**src/rtl/muldiv_pkg.sv**
```systemverilog
// Shared definitions for the RV32M issue/retire controller: FSM state
// encoding, funct3 constants and the funct3 -> muldiv-unit control mapping.
package muldiv_pkg;

  localparam int unsigned XLEN = 32;
  localparam int unsigned RW   = 5;

  typedef enum logic [1:0] {
    ST_IDLE  = 2'd0,
    ST_RUN   = 2'd1,
    ST_HOLD  = 2'd2,
    ST_DRAIN = 2'd3
  } md_state_e;

  localparam logic [2:0] F3_MUL    = 3'b000;
  localparam logic [2:0] F3_MULH   = 3'b001;
  localparam logic [2:0] F3_MULHSU = 3'b010;
  localparam logic [2:0] F3_MULHU  = 3'b011;
  localparam logic [2:0] F3_DIV    = 3'b100;
  localparam logic [2:0] F3_DIVU   = 3'b101;
  localparam logic [2:0] F3_REM    = 3'b110;
  localparam logic [2:0] F3_REMU   = 3'b111;

  // Control word as seen by the multiplier/divider unit.
  typedef struct packed {
    logic [1:0] op_mul;  // funct3[1:0]
    logic [1:0] op_div;  // [1]=remainder, [0]=signed
    logic       sel;     // 1 = divide path
  } md_ctrl_t;

  function automatic md_ctrl_t md_decode(input logic [2:0] funct3);
    md_ctrl_t c;
    c.op_mul = funct3[1:0];
    c.op_div = {funct3[1], ~funct3[0]};
    c.sel    = funct3[2];
    return c;
  endfunction

  // Inverse of md_decode; used to tag cached results with their funct3.
  function automatic logic [2:0] md_f3(input md_ctrl_t c);
    return {c.sel, c.op_mul};
  endfunction

endpackage

```
**src/rtl/muldiv_issue_fsm.sv**
```systemverilog
// Issue/retire state machine: IDLE -> RUN -> HOLD -> IDLE, with DRAIN to
// swallow the completion of an op that was flushed while in flight.
// md_start and wb_valid are registered; stall is combinational because it
// must drop in the very cycle writeback accepts the result.
module muldiv_issue_fsm
  import muldiv_pkg::*;
(
  input  logic clk_i,
  input  logic reset_i,       // asynchronous, active-low
  input  logic ex_valid_i,
  input  logic ex_is_muldiv_i,
  input  logic flush_i,
  input  logic md_done_i,
  input  logic wb_ready_i,
  input  logic cache_hit_i,
  output logic stall_o,
  output logic md_start_o,
  output logic wb_valid_o,
  output logic accept_o,      // latch the EX operands this cycle
  output logic capture_o      // latch md_R into the result register
);

  md_state_e state_q;
  logic      md_start_q;
  logic      wb_valid_q;
  logic      ex_md;

  assign ex_md     = ex_valid_i & ex_is_muldiv_i;
  assign accept_o  = (state_q == ST_IDLE) & ex_md & ~flush_i;
  assign capture_o = (state_q == ST_RUN) & md_done_i & ~flush_i;

  // Freeze the front end while a muldiv sits in EX, except in the retire cycle.
  assign stall_o = reset_i & ex_md & ~((state_q == ST_HOLD) & wb_ready_i);

  assign md_start_o = md_start_q;
  assign wb_valid_o = wb_valid_q;

  // State register with registered launch pulse and result-valid flag.
  always_ff @(posedge clk_i or negedge reset_i) begin
    if (!reset_i) begin
      state_q    <= ST_IDLE;
      md_start_q <= 1'b0;
      wb_valid_q <= 1'b0;
    end else begin
      md_start_q <= 1'b0;
      case (state_q)
        ST_IDLE: begin
          if (accept_o) begin
            if (cache_hit_i) begin
              state_q    <= ST_HOLD;
              wb_valid_q <= 1'b1;
            end else begin
              state_q    <= ST_RUN;
              md_start_q <= 1'b1;
            end
          end
        end
        ST_RUN: begin
          if (flush_i) begin
            // A completion arriving with the flush is simply dropped.
            state_q <= md_done_i ? ST_IDLE : ST_DRAIN;
          end else if (md_done_i) begin
            state_q    <= ST_HOLD;
            wb_valid_q <= 1'b1;
          end
        end
        ST_HOLD: begin
          if (flush_i || wb_ready_i) begin
            state_q    <= ST_IDLE;
            wb_valid_q <= 1'b0;
          end
        end
        ST_DRAIN: begin
          if (md_done_i) state_q <= ST_IDLE;
        end
        default: begin
          state_q    <= ST_IDLE;
          wb_valid_q <= 1'b0;
        end
      endcase
    end
  end

endmodule

```
**src/rtl/muldiv_issue.sv**
```systemverilog
// Execute-stage issue/retire controller for RV32M ops. Holds operands and
// control stable for the muldiv unit, captures its result and hands it to
// writeback over valid/ready.
// Optional feature: define MULDIV_RESULT_CACHE_EN to keep the last retired
// {funct3, rs1, rs2, result}; a matching op then skips the unit entirely.
module muldiv_issue
  import muldiv_pkg::*;
(
  input  logic            clk,
  input  logic            reset,
  input  logic            ex_valid,
  input  logic            ex_is_muldiv,
  input  logic [2:0]      ex_funct3,
  input  logic [XLEN-1:0] ex_rs1,
  input  logic [XLEN-1:0] ex_rs2,
  input  logic [RW-1:0]   ex_rd,
  input  logic            flush,
  output logic            stall,
  output logic            md_start,
  output logic [XLEN-1:0] md_A,
  output logic [XLEN-1:0] md_B,
  output logic [1:0]      md_op_mul,
  output logic [1:0]      md_op_div,
  output logic            md_sel,
  input  logic [XLEN-1:0] md_R,
  input  logic            md_done,
  output logic            wb_valid,
  input  logic            wb_ready,
  output logic [RW-1:0]   wb_rd,
  output logic [XLEN-1:0] wb_data
);

  logic            accept;
  logic            capture;
  logic            cache_hit;
  logic [XLEN-1:0] hit_data;

  logic [XLEN-1:0] a_q, a_d;
  logic [XLEN-1:0] b_q, b_d;
  md_ctrl_t        ctrl_q, ctrl_d;
  logic [RW-1:0]   rd_q, rd_d;
  logic [XLEN-1:0] data_q, data_d;

  muldiv_issue_fsm u_fsm (
    .clk_i          (clk),
    .reset_i        (reset),
    .ex_valid_i     (ex_valid),
    .ex_is_muldiv_i (ex_is_muldiv),
    .flush_i        (flush),
    .md_done_i      (md_done),
    .wb_ready_i     (wb_ready),
    .cache_hit_i    (cache_hit),
    .stall_o        (stall),
    .md_start_o     (md_start),
    .wb_valid_o     (wb_valid),
    .accept_o       (accept),
    .capture_o      (capture)
  );

  // Operands, control and rd are loaded only on accept and held until the next one.
  always_comb begin
    a_d    = a_q;
    b_d    = b_q;
    ctrl_d = ctrl_q;
    rd_d   = rd_q;
    if (accept) begin
      a_d    = ex_rs1;
      b_d    = ex_rs2;
      ctrl_d = md_decode(ex_funct3);
      rd_d   = ex_rd;
    end
  end

  // Operand/control registers.
  always_ff @(posedge clk or negedge reset) begin
    if (!reset) begin
      a_q    <= '0;
      b_q    <= '0;
      ctrl_q <= '0;
      rd_q   <= '0;
    end else begin
      a_q    <= a_d;
      b_q    <= b_d;
      ctrl_q <= ctrl_d;
      rd_q   <= rd_d;
    end
  end

  // Result comes from the unit, or from the cache on a hit.
  always_comb begin
    data_d = data_q;
    if (capture)                data_d = md_R;
    else if (accept & cache_hit) data_d = hit_data;
  end

  // Result register.
  always_ff @(posedge clk or negedge reset) begin
    if (!reset) data_q <= '0;
    else        data_q <= data_d;
  end

`ifdef MULDIV_RESULT_CACHE_EN
  logic            retire;
  logic            cache_vld_q;
  logic [2:0]      cache_f3_q;
  logic [XLEN-1:0] cache_a_q;
  logic [XLEN-1:0] cache_b_q;
  logic [XLEN-1:0] cache_res_q;

  // Only ops that actually retire are cached, so flushed or drained ops never land here.
  assign retire    = wb_valid & wb_ready & ~flush;
  assign cache_hit = cache_vld_q & (cache_f3_q == ex_funct3) &
                     (cache_a_q == ex_rs1) & (cache_b_q == ex_rs2);
  assign hit_data  = cache_res_q;

  // Cache valid bit.
  always_ff @(posedge clk or negedge reset) begin
    if (!reset)      cache_vld_q <= 1'b0;
    else if (retire) cache_vld_q <= 1'b1;
  end

  // Cache payload; meaningless until the valid bit is set.
  always_ff @(posedge clk) begin
    if (retire) begin
      cache_f3_q  <= md_f3(ctrl_q);
      cache_a_q   <= a_q;
      cache_b_q   <= b_q;
      cache_res_q <= data_q;
    end
  end
`else
  assign cache_hit = 1'b0;
  assign hit_data  = '0;
`endif

  assign md_A      = a_q;
  assign md_B      = b_q;
  assign md_op_mul = ctrl_q.op_mul;
  assign md_op_div = ctrl_q.op_div;
  assign md_sel    = ctrl_q.sel;
  assign wb_rd     = rd_q;
  assign wb_data   = data_q;

endmodule

```
**config.mk**
```make
export PLATFORM = sky130hd
export DESIGN_NAME = muldiv_issue
export DESIGN_NICKNAME = d
export VERILOG_FILES = /design/src/rtl/muldiv_pkg.sv /design/src/rtl/muldiv_issue_fsm.sv /design/src/rtl/muldiv_issue.sv
export SDC_FILE = /design/constraint.sdc
export NUM_CORES = 1
export LEC_CHECK = 0
export ABC_AREA = 0
export BUFFER_PORTS_ARGS = -buffer_cell sky130_fd_sc_hd__buf_2
export CORE_ASPECT_RATIO = 0.6
export CORE_UTILIZATION = 34
export CTS_CLUSTER_DIAMETER = 40
export DETAILED_ROUTE_END_ITERATION = 12
export PLACE_DENSITY_LB_ADDON = 0.08
export SLEW_MARGIN = 20
export SYNTH_ARGS = -nofsm -noshare
export SYNTH_HDL_FRONTEND = slang
export SYNTH_SLANG_ARGS = --single-unit
```
**constraint.sdc**
```tcl
create_clock -name clk -period 2.2 [get_ports clk]
set_input_delay 0.44 -clock clk [delete_from_list [all_inputs] [get_ports clk]]
set_output_delay 0.44 -clock clk [all_outputs]
set_load 0.05 [all_outputs]
```
## Word-level counts from Yosys, hierarchy flattened

Index checks and enable logic that the tools add are counted.

| word-level totals | value |
|---|---|
| register bits after elaboration | 110 |
| input bits | 111 |
| output and inout port bits | 109 |
| logic and storage cells | 48 |

| cells by class | value |
|---|---|
| eq/ne operators | 9 |
| muxes and demuxes | 13 |
| bitwise logic cells | 11 |
| reduce and logical (&&, ||, !) cells | 5 |

Operator list:

| operator | number |
|---|---|
| $mux 2 | 6 |
| $ne 2x2->1 const B | 5 |
| $and 1x1->1 | 8 |
| $pmux 2 s4 | 1 |
| $reduce_and 4->1 | 2 |
| $mux 1 | 5 |
| $eq 2x2->1 const B | 2 |
| $ne 3x3->1 const B | 1 |
| $not 1->1 | 3 |
| $eq 2x1->1 const B | 1 |
| $logic_not 2->1 | 1 |
| $pmux 1 s2 | 1 |
| $reduce_bool 2->1 | 1 |
| $logic_or 1x1->1 | 1 |

## Logic depth before layout (Yosys ltp)

Gate-level depths: netlist (run 1).

| depth | value |
|---|---|
| word-level depth | 5 |
| depth in mapped cells | 5 |
| mapped depth without buffers | 3 |

## Modules after synthesis

A second synthesis (run 1) with hierarchy kept.

| unflattened totals | value |
|---|---|
| cells, all modules | 251 |
| area total of the unflattened synthesis | 4533.1 um^2 |

By module, submodules not included:

| module | instances | cells an instance | area an instance (um^2) | seq. area each (um^2) |
|---|---|---|---|---|
| muldiv_issue | 1 | 225 | 4309.1 | 2627.5 |
| muldiv_issue_fsm | 1 | 26 | 224.0 | 100.1 |

## Least setup slack after synthesis (run 1)

OpenSTA, ideal clock, no wires.

| path | value |
|---|---|
| path type | reg2out |
| from | reg u_fsm.state_q[1] |
| to | out stall |
| arrival time | 1.362 ns |
| slack | 0.398 ns |
| cell stages (with the launch flop) | 3 |
| cells stage by stage | dfrtp_1 -> nor2b_1 -> a21oi_1 |

| between the ends | value |
|---|---|
| cells in the longest elaborated chain, start to end | 4 |

RTL lines:

| what | RTL line | source |
|---|---|---|
| from (decl) | muldiv_issue_fsm.sv:23 | `md_state_e state_q;` |
| from (signal assigned) | muldiv_issue_fsm.sv:61 | `state_q <= md_done_i ? ST_IDLE : ST_DRAIN;` |
| $eq 2x2->1 | muldiv_issue_fsm.sv:33 | `assign stall_o = reset_i & ex_md & ~((state_q == ST_HOLD) & wb_ready_i);` |
| $and 1x1->1 | muldiv_issue_fsm.sv:33 |  |
| $not 1->1 | muldiv_issue_fsm.sv:33 |  |
| $and 1x1->1 | muldiv_issue_fsm.sv:33 |  |
| to (decl) | muldiv_issue.sv:18 | `output logic stall,` |

Every way passes these cells.

## Worst setup path after layout (run 1)

Ends and elaborated chain as after synthesis.

==> results of run 1 <==
[through the flow]
stage	util, %	area, um2	power, uW	hold WS [ns]	cells
after global routing	49.40	5693	8453	0.2527	630
after detailed placement	46.93	5408	6585	0.4694	614
after CTS	49.40	5693	8167	0.2271	630
after floorplan	-	4110	5645	0.1444	243
final	49.40	5693	8061	0.1525	630
after global placement	46.93	5408	6536	0.4615	614
[per-layer routing]
layer,routed length (um),vias to the layer above,global-route usage [%]
li1,-,1299,-
met1,3755,1353,18.00
met2,4276,124,23.41
met3,1083,13,7.752
met4,118,0,5.222
met5,0,-,0
[cells in the mapped netlist (all sizes together)]
master / number
nand2: 2
nor4: 1
buf: 12
inv: 3
mux2: 104
o21ai: 1
o22a: 1
nand3: 1
a21o: 1
a32o: 1
mux2i: 1
or3: 1
nor2: 1
o22ai: 1
nor2b: 1
nor3: 1
a21oi: 1
dfrtp: 109
[worst max-delay path, cell delays in order, from the launching register on]
cell	delay, ns
sky130_fd_sc_hd__dfrtp_1	0.47
sky130_fd_sc_hd__nor2b_1	0.20
sky130_fd_sc_hd__a21oi_1	0.17
sky130_fd_sc_hd__buf_2	0.29
[worst paths after layout]
kind	start	end	depth (start not counted)
worst max-delay path	u_fsm.state_q[1]$_DFFE_PN0P_	stall	3
worst min-delay path	reset	md_B[8]$_DFFE_PN0P_	2
worst max register to register	u_fsm.state_q[1]$_DFFE_PN0P_	md_B[18]$_DFFE_PN0P_	3
worst min register to register	md_A[5]$_DFFE_PN0P_	md_A[5]$_DFFE_PN0P_	1
max in group asynchronous	reset	md_B[23]$_DFFE_PN0P_	2
min in group clk	ex_funct3[0]	md_op_div[0]$_DFFE_PN0P_	2
[logic make-up (layout without fill, tap and decap cells)]
kind of cell	count (synthesis)	count (layout)	share of synthesized area (%)
AO/OA/AOI/OAI	6	6	1.035
buffers and inverters	15	242	2.618
multiplexers	105	105	28.74
flip-flops	109	109	66.36
AND/OR/NAND/NOR	8	8	1.248
[layout make-up]
class | instances | area [um2]
inverter | 3 | 11.26
clock buffer | 10 | 239.0
timing repair buffer | 223 | 1179
clock inverter | 6 | 46.29
tap | 160 | 200.2
multi-input combinational | 119 | 1290
sequential | 109 | 2728
fill | 1039 | 5831
[power breakdown]
part	total (uW)	internal, uW	switching, uW	leakage (uW)
sequential	2880	2610	273	0.00131
combinational	3630	896	2730	0.00139
clock	1550	808	743	0.000135
[state kept, by name, indices dropped and copies added, names as in the netlist]
signal and flops:
md_op_div 2, u_fsm.wb_valid_o 1, u_fsm.state_q 2, wb_rd 5, u_fsm.md_start_o 1, md_A 32, md_sel 1, md_B 32
wb_data 32, md_op_mul 1
==> impl_metrics.py, run 1 <==
metrics = {
    "clock_tree": {
        "tritoncts_clock_tree": "done",
        "cts_hold_repair_buffers": 0,
        "ctsResizeCount": 0,
        "cts_max_level": 3,
        "cts_post_setup_buffers_inserted": 0,
        "cts_buffers": 9,
        "cts.clk_slew.worst_paths_ns": 0.07,
        "cts-root-to-sink-buffers": 2,
        "root_buffer": "sky130_fd_sc_hd__clkbuf_16",
        "clock_insertion_delay_worst_skew_ns": 0.34,
        "cts_sinks": 109,
    },
    "worst_hold_path": {
        "hp-class": "in -> async",
    },
    "setup_path": {
        "worst_ep_required_time_ns": 1.76,
        "setup.worst_path.class": "reg -> out",
        "timing.reg2reg.setup_slack_ns": 0.57,
        "startpoint_type": "flip-flop",
        "cp_data_arrival_time_ns": 1.47,
        "worstSetupEndpointType": "output port",
        "cp_max_fanout": 6,
    },
    "sta": {
        "achievable-frequency_mhz": 524.8,
        "worst_pin_slew_ns": 0.6071,
        "final_period_minus_worst_setup_slack_ns": 1.905,
        "clock_skew_ns": 0.003281,
        "fin_setup_tns_ns": 0,
        "report.final.setup_viol": 0,
        "period_share_pct": 86.61,
        "timing.max_slew.rel_slack_pct": 59.53,
        "hold_viol_final": 0,
        "final_max_slew_viol_count": 0,
        "unrepaired_setup_endpoints_after_global_routing": "no",
        "setup_slack_ns": 0.2947,
    },
    "drt": {
        "via_count": 2789,
        "drt-total-wl_um": 9233,
        "post-route-drc-count": 0,
        "detail_route.wl_per_cell_um": 14.66,
        "drtPass1Iterations": 4,
        "drt_first_iter_violations": 90,
        "route.antenna.remaining_nets": 0,
        "route.detailed.vias_per_inst": 4.427,
    },
    "floorplan": {
        "core_area_um2": 11520,
        "die-area_um2": 12550,
        "initial_core_util_pct": 35.67,
        "num_rows": 30,
        "die_height_um": 87.17,
        "num_io_pins": 220,
        "floorplan.die.width_um": 143.9,
    },
    "layout": {
        "layout_common_cells": "sky130_fd_sc_hd__buf_2, sky130_fd_sc_hd__dfrtp_1, sky130_fd_sc_hd__mux2_2, sky130_fd_sc_hd__mux2_1, sky130_fd_sc_hd__clkbuf_16",
        "final_layout_size_suffix_gt1_share_pct": 62.98,
        "nNetsFinal": 576,
        "areaGrowthSynthToFinish_pct": 38.51,
        "layout_commonest_cell": "sky130_fd_sc_hd__buf_2",
        "antenna-diode-count": 0,
    },
    "yosys": {
        "yosysWarningCount": 0,
        "synth_area_leaders": "sky130_fd_sc_hd__dfrtp_1, sky130_fd_sc_hd__mux2_2, sky130_fd_sc_hd__mux2_1, sky130_fd_sc_hd__buf_6, sky130_fd_sc_hd__buf_2",
        "post_synth_inst_count": 243,
        "cell_type_contributing_the_most_total_cell_area_after_synthesis": "sky130_fd_sc_hd__dfrtp_1",
        "syn-mean-instance-area_um2": 16.91,
        "synth_largest_type_area_fraction_pct": 66.36,
        "yosys_register_bits": 109,
        "yosysSeqAreaShare_pct": 66.36,
        "mappedNetlistNets": 354,
        "synth.distinct_cells": 21,
        "post_synth_instance_area_um2": 4110,
    },
    "grt": {
        "grt_pass1_vias": 2701,
        "grt_max_degree": 110,
        "wire_length_of_the_first_global_routing_pass_um": 14020,
        "grt-ovfl-total": 0,
        "globalRouteTotalUtil_pct": 15.07,
        "grt_antenna_before_repair": 0,
    },
    "placement": {
        "detailed_place_hpwl_um": 6629,
        "post-place-ws_ns": 0.3768,
        "portBuffers": 219,
        "place.gp.congestion": 0.7209,
    },
    "power_and_ir_drop": {
        "peakVddDrop_uv": 621.0,
        "power-per-cell-area_nw_per_um2": 1416,
        "total_leakage_power_uw": 0.002831,
    },
    "job": {
        "maxCapViolations": 0,
    },
    "status": {
        "run_status": "finished clean",
    },
}
Note: power is estimated with default switching activity, not from simulation.
==> run 2: changes to the inputs <==
--- a/config.mk
+++ b/config.mk
@@ -6,11 +6,11 @@
 export NUM_CORES = 1
 export LEC_CHECK = 0
 export ABC_AREA = 0
-export BUFFER_PORTS_ARGS = -buffer_cell sky130_fd_sc_hd__buf_2
 export CORE_ASPECT_RATIO = 0.6
 export CORE_UTILIZATION = 34
 export CTS_CLUSTER_DIAMETER = 40
 export DETAILED_ROUTE_END_ITERATION = 12
+export DONT_BUFFER_PORTS = 1
 export PLACE_DENSITY_LB_ADDON = 0.08
 export SLEW_MARGIN = 20
 export SYNTH_ARGS = -nofsm -noshare
==> run 2 against run 1 <==
Utilization down 10 points. Highest routed layer unchanged. Hold slack worse by 0.36 ns. Routed wire length decreased by 14%. Clock power is essentially flat. Die area unchanged. Largest power group is now sequential cells. Final cell count shrank 35%. Via count down 29%. Non-clock buffer count shrank 220. The flow now finishes with violations (negative hold slack).
==> impl_metrics.py, run 2 (synthesized netlist as in run 1, its figures left out) <==
metrics = {
    "status": {
        "run_status": "finished with violations",
        "violations_in_the_final_reports": "negative hold slack",
    },
    "drt": {
        "route.antenna.remaining_nets": 0,
        "via_count": 1984,
        "post-route-drc-count": 0,
        "detail_route.wl_per_cell_um": 19.44,
        "drt_first_iter_violations": 40,
        "route.detailed.vias_per_inst": 4.839,
        "drtPass1Iterations": 3,
        "drt-total-wl_um": 7971,
    },
    "clock_tree": {
        "cts-root-to-sink-buffers": 2,
        "cts_buffers": 9,
        "tritoncts_clock_tree": "done",
        "root_buffer": "sky130_fd_sc_hd__clkbuf_16",
        "cts_max_level": 3,
        "clock_insertion_delay_worst_skew_ns": 0.34,
        "cts.clk_slew.worst_paths_ns": 0.07,
        "cts_sinks": 109,
    },
    "sta": {
        "worst_pin_slew_ns": 0.8841,
        "report.final.setup_viol": 0,
        "final_max_slew_viol_count": 0,
        "hold_viol_final": 109,
        "final_period_minus_worst_setup_slack_ns": 1.831,
        "fin_setup_tns_ns": 0,
        "achievable-frequency_mhz": 546.2,
        "clock_skew_ns": 0.006238,
        "final_worst_hold_slack_ns": -0.2118,
        "timing.max_slew.rel_slack_pct": 41.06,
        "period_share_pct": 83.21,
        "unrepaired_setup_endpoints_after_global_routing": "no",
    },
    "grt": {
        "globalRouteTotalUtil_pct": 12.68,
        "grt_max_degree": 111,
        "grt_pass1_vias": 2146,
        "grt_antenna_before_repair": 0,
        "wire_length_of_the_first_global_routing_pass_um": 11770,
        "grt-ovfl-total": 0,
    },
    "worst_hold_path": {
        "hp-class": "in -> async",
    },
    "layout": {
        "final_layout_size_suffix_gt1_share_pct": 29.60,
        "areaGrowthSynthToFinish_pct": 10.56,
        "multi_input_area_um2": 1290,
        "nNetsFinal": 356,
        "layout.area.seq_um2": 2728,
        "layout_common_cells": "sky130_fd_sc_hd__dfrtp_1, sky130_fd_sc_hd__mux2_2, sky130_fd_sc_hd__mux2_1, sky130_fd_sc_hd__clkbuf_16",
        "filler_cell_count": 1075,
        "antenna-diode-count": 0,
        "layout_commonest_cell": "sky130_fd_sc_hd__dfrtp_1",
    },
    "power_and_ir_drop": {
        "power-per-cell-area_nw_per_um2": 1610,
        "total_leakage_power_uw": 0.001928,
        "p_total_uw": 7315,
        "peakVddDrop_uv": 567.5,
    },
    "setup_path": {
        "setup.worst_path.class": "reg -> out",
        "cp_num_buf_inv": 1,
        "crit_family": "flip-flops",
        "cp_data_arrival_time_ns": 1.39,
        "cp_slowest_stage_delay_ns": 0.50,
        "critPathSlowestCell": "sky130_fd_sc_hd__dfrtp_1",
        "startpoint_type": "flip-flop",
        "timing.reg2reg.setup_slack_ns": 0.51,
        "worst_ep_required_time_ns": 1.76,
        "path_cells": "nor2b_1, a21oi_1, buf_4",
        "cp_max_fanout": 6,
        "worstSetupEndpointType": "output port",
    },
    "placement": {
        "place.gp.congestion": 0.6769,
        "detailed_place_hpwl_um": 5421,
        "portBuffers": 0,
    },
    "job": {
        "maxCapViolations": 0,
    },
    "floorplan": {
        "die_height_um": 87.17,
        "core_area_um2": 11520,
        "die-area_um2": 12550,
        "num_rows": 30,
        "floorplan.die.width_um": 143.9,
        "num_io_pins": 220,
        "initial_core_util_pct": 35.67,
    },
}
-- run 2: changes by cell type in the layout (fill, tap and decap cells not counted), moves of 2 or more --
cell and delta:
sky130_fd_sc_hd__buf_12 -3, sky130_fd_sc_hd__buf_2 -218, sky130_fd_sc_hd__clkbuf_1 +2, sky130_fd_sc_hd__clkinv_4 +2
sky130_fd_sc_hd__inv_6 -2
-- run 2: metal layers --
metal	share of wire [%]	routed length [um]	track usage, %
met1	39	3070	14.98
met4	1.2	94	4.062
met3	14	1098	7.477
met2	47	3707	19.28
met5	0	0	0
-- run 2: final timing paths --
path,startpoint,endpoint,cells past startpoint
worst min-delay path,reset,md_A[11]$_DFFE_PN0P_,0
worst min register to register,u_fsm.state_q[0]$_DFFE_PN0P_,u_fsm.state_q[0]$_DFFE_PN0P_,1
max in group asynchronous,reset,md_B[19]$_DFFE_PN0P_,0
worst max register to register,u_fsm.state_q[0]$_DFFE_PN0P_,md_B[12]$_DFFE_PN0P_,3
min in group clk,flush,u_fsm.wb_valid_o$_DFFE_PN0P_,1
worst max-delay path,u_fsm.state_q[1]$_DFFE_PN0P_,stall,3
-- run 2: cell type report --
| class | count | area share (%) |
|---|---|---|
| flip-flops and latches | 109 | 60.02 |
| multi-input cells | 119 | 28.39 |
| clock buffers | 12 | 5.424 |
| well taps | 160 | 4.405 |
| repair buffers | 3 | 0.7709 |
| clock inverters | 4 | 0.7434 |
| inverters | 3 | 0.2478 |
-- run 2: report_power, final --
group | internal, uW | switching [uW]
Combinational | 403 | 186
Clock | 807 | 717
Sequential | 2570 | 2630
Total | 3780 | 3540
-- run 2: stage by stage --
stage / hold WS, ns / util, % / instances / setup slack [ns] / area, um2
floorplan: 0.1444 / - / 243 / 0.3984 / 4110
global placement: 0.1472 / 37.00 / 394 / 0.5266 / 4264
detailed placement: 0.1468 / 37.00 / 394 / 0.5023 / 4264
CTS: -0.2305 / 39.44 / 410 / 0.3482 / 4544
global route: -0.2399 / 39.44 / 410 / 0.2534 / 4544
finish: -0.2118 / 39.44 / 410 / 0.3693 / 4544
-- run 2: repair_timing --
| action | CTS | global route |
|---|---|---|
| endpoints found under the hold margin | 109 | 109 |
| gates resized for setup | 0 | 0 |
| setup buffers | 0 | 0 |
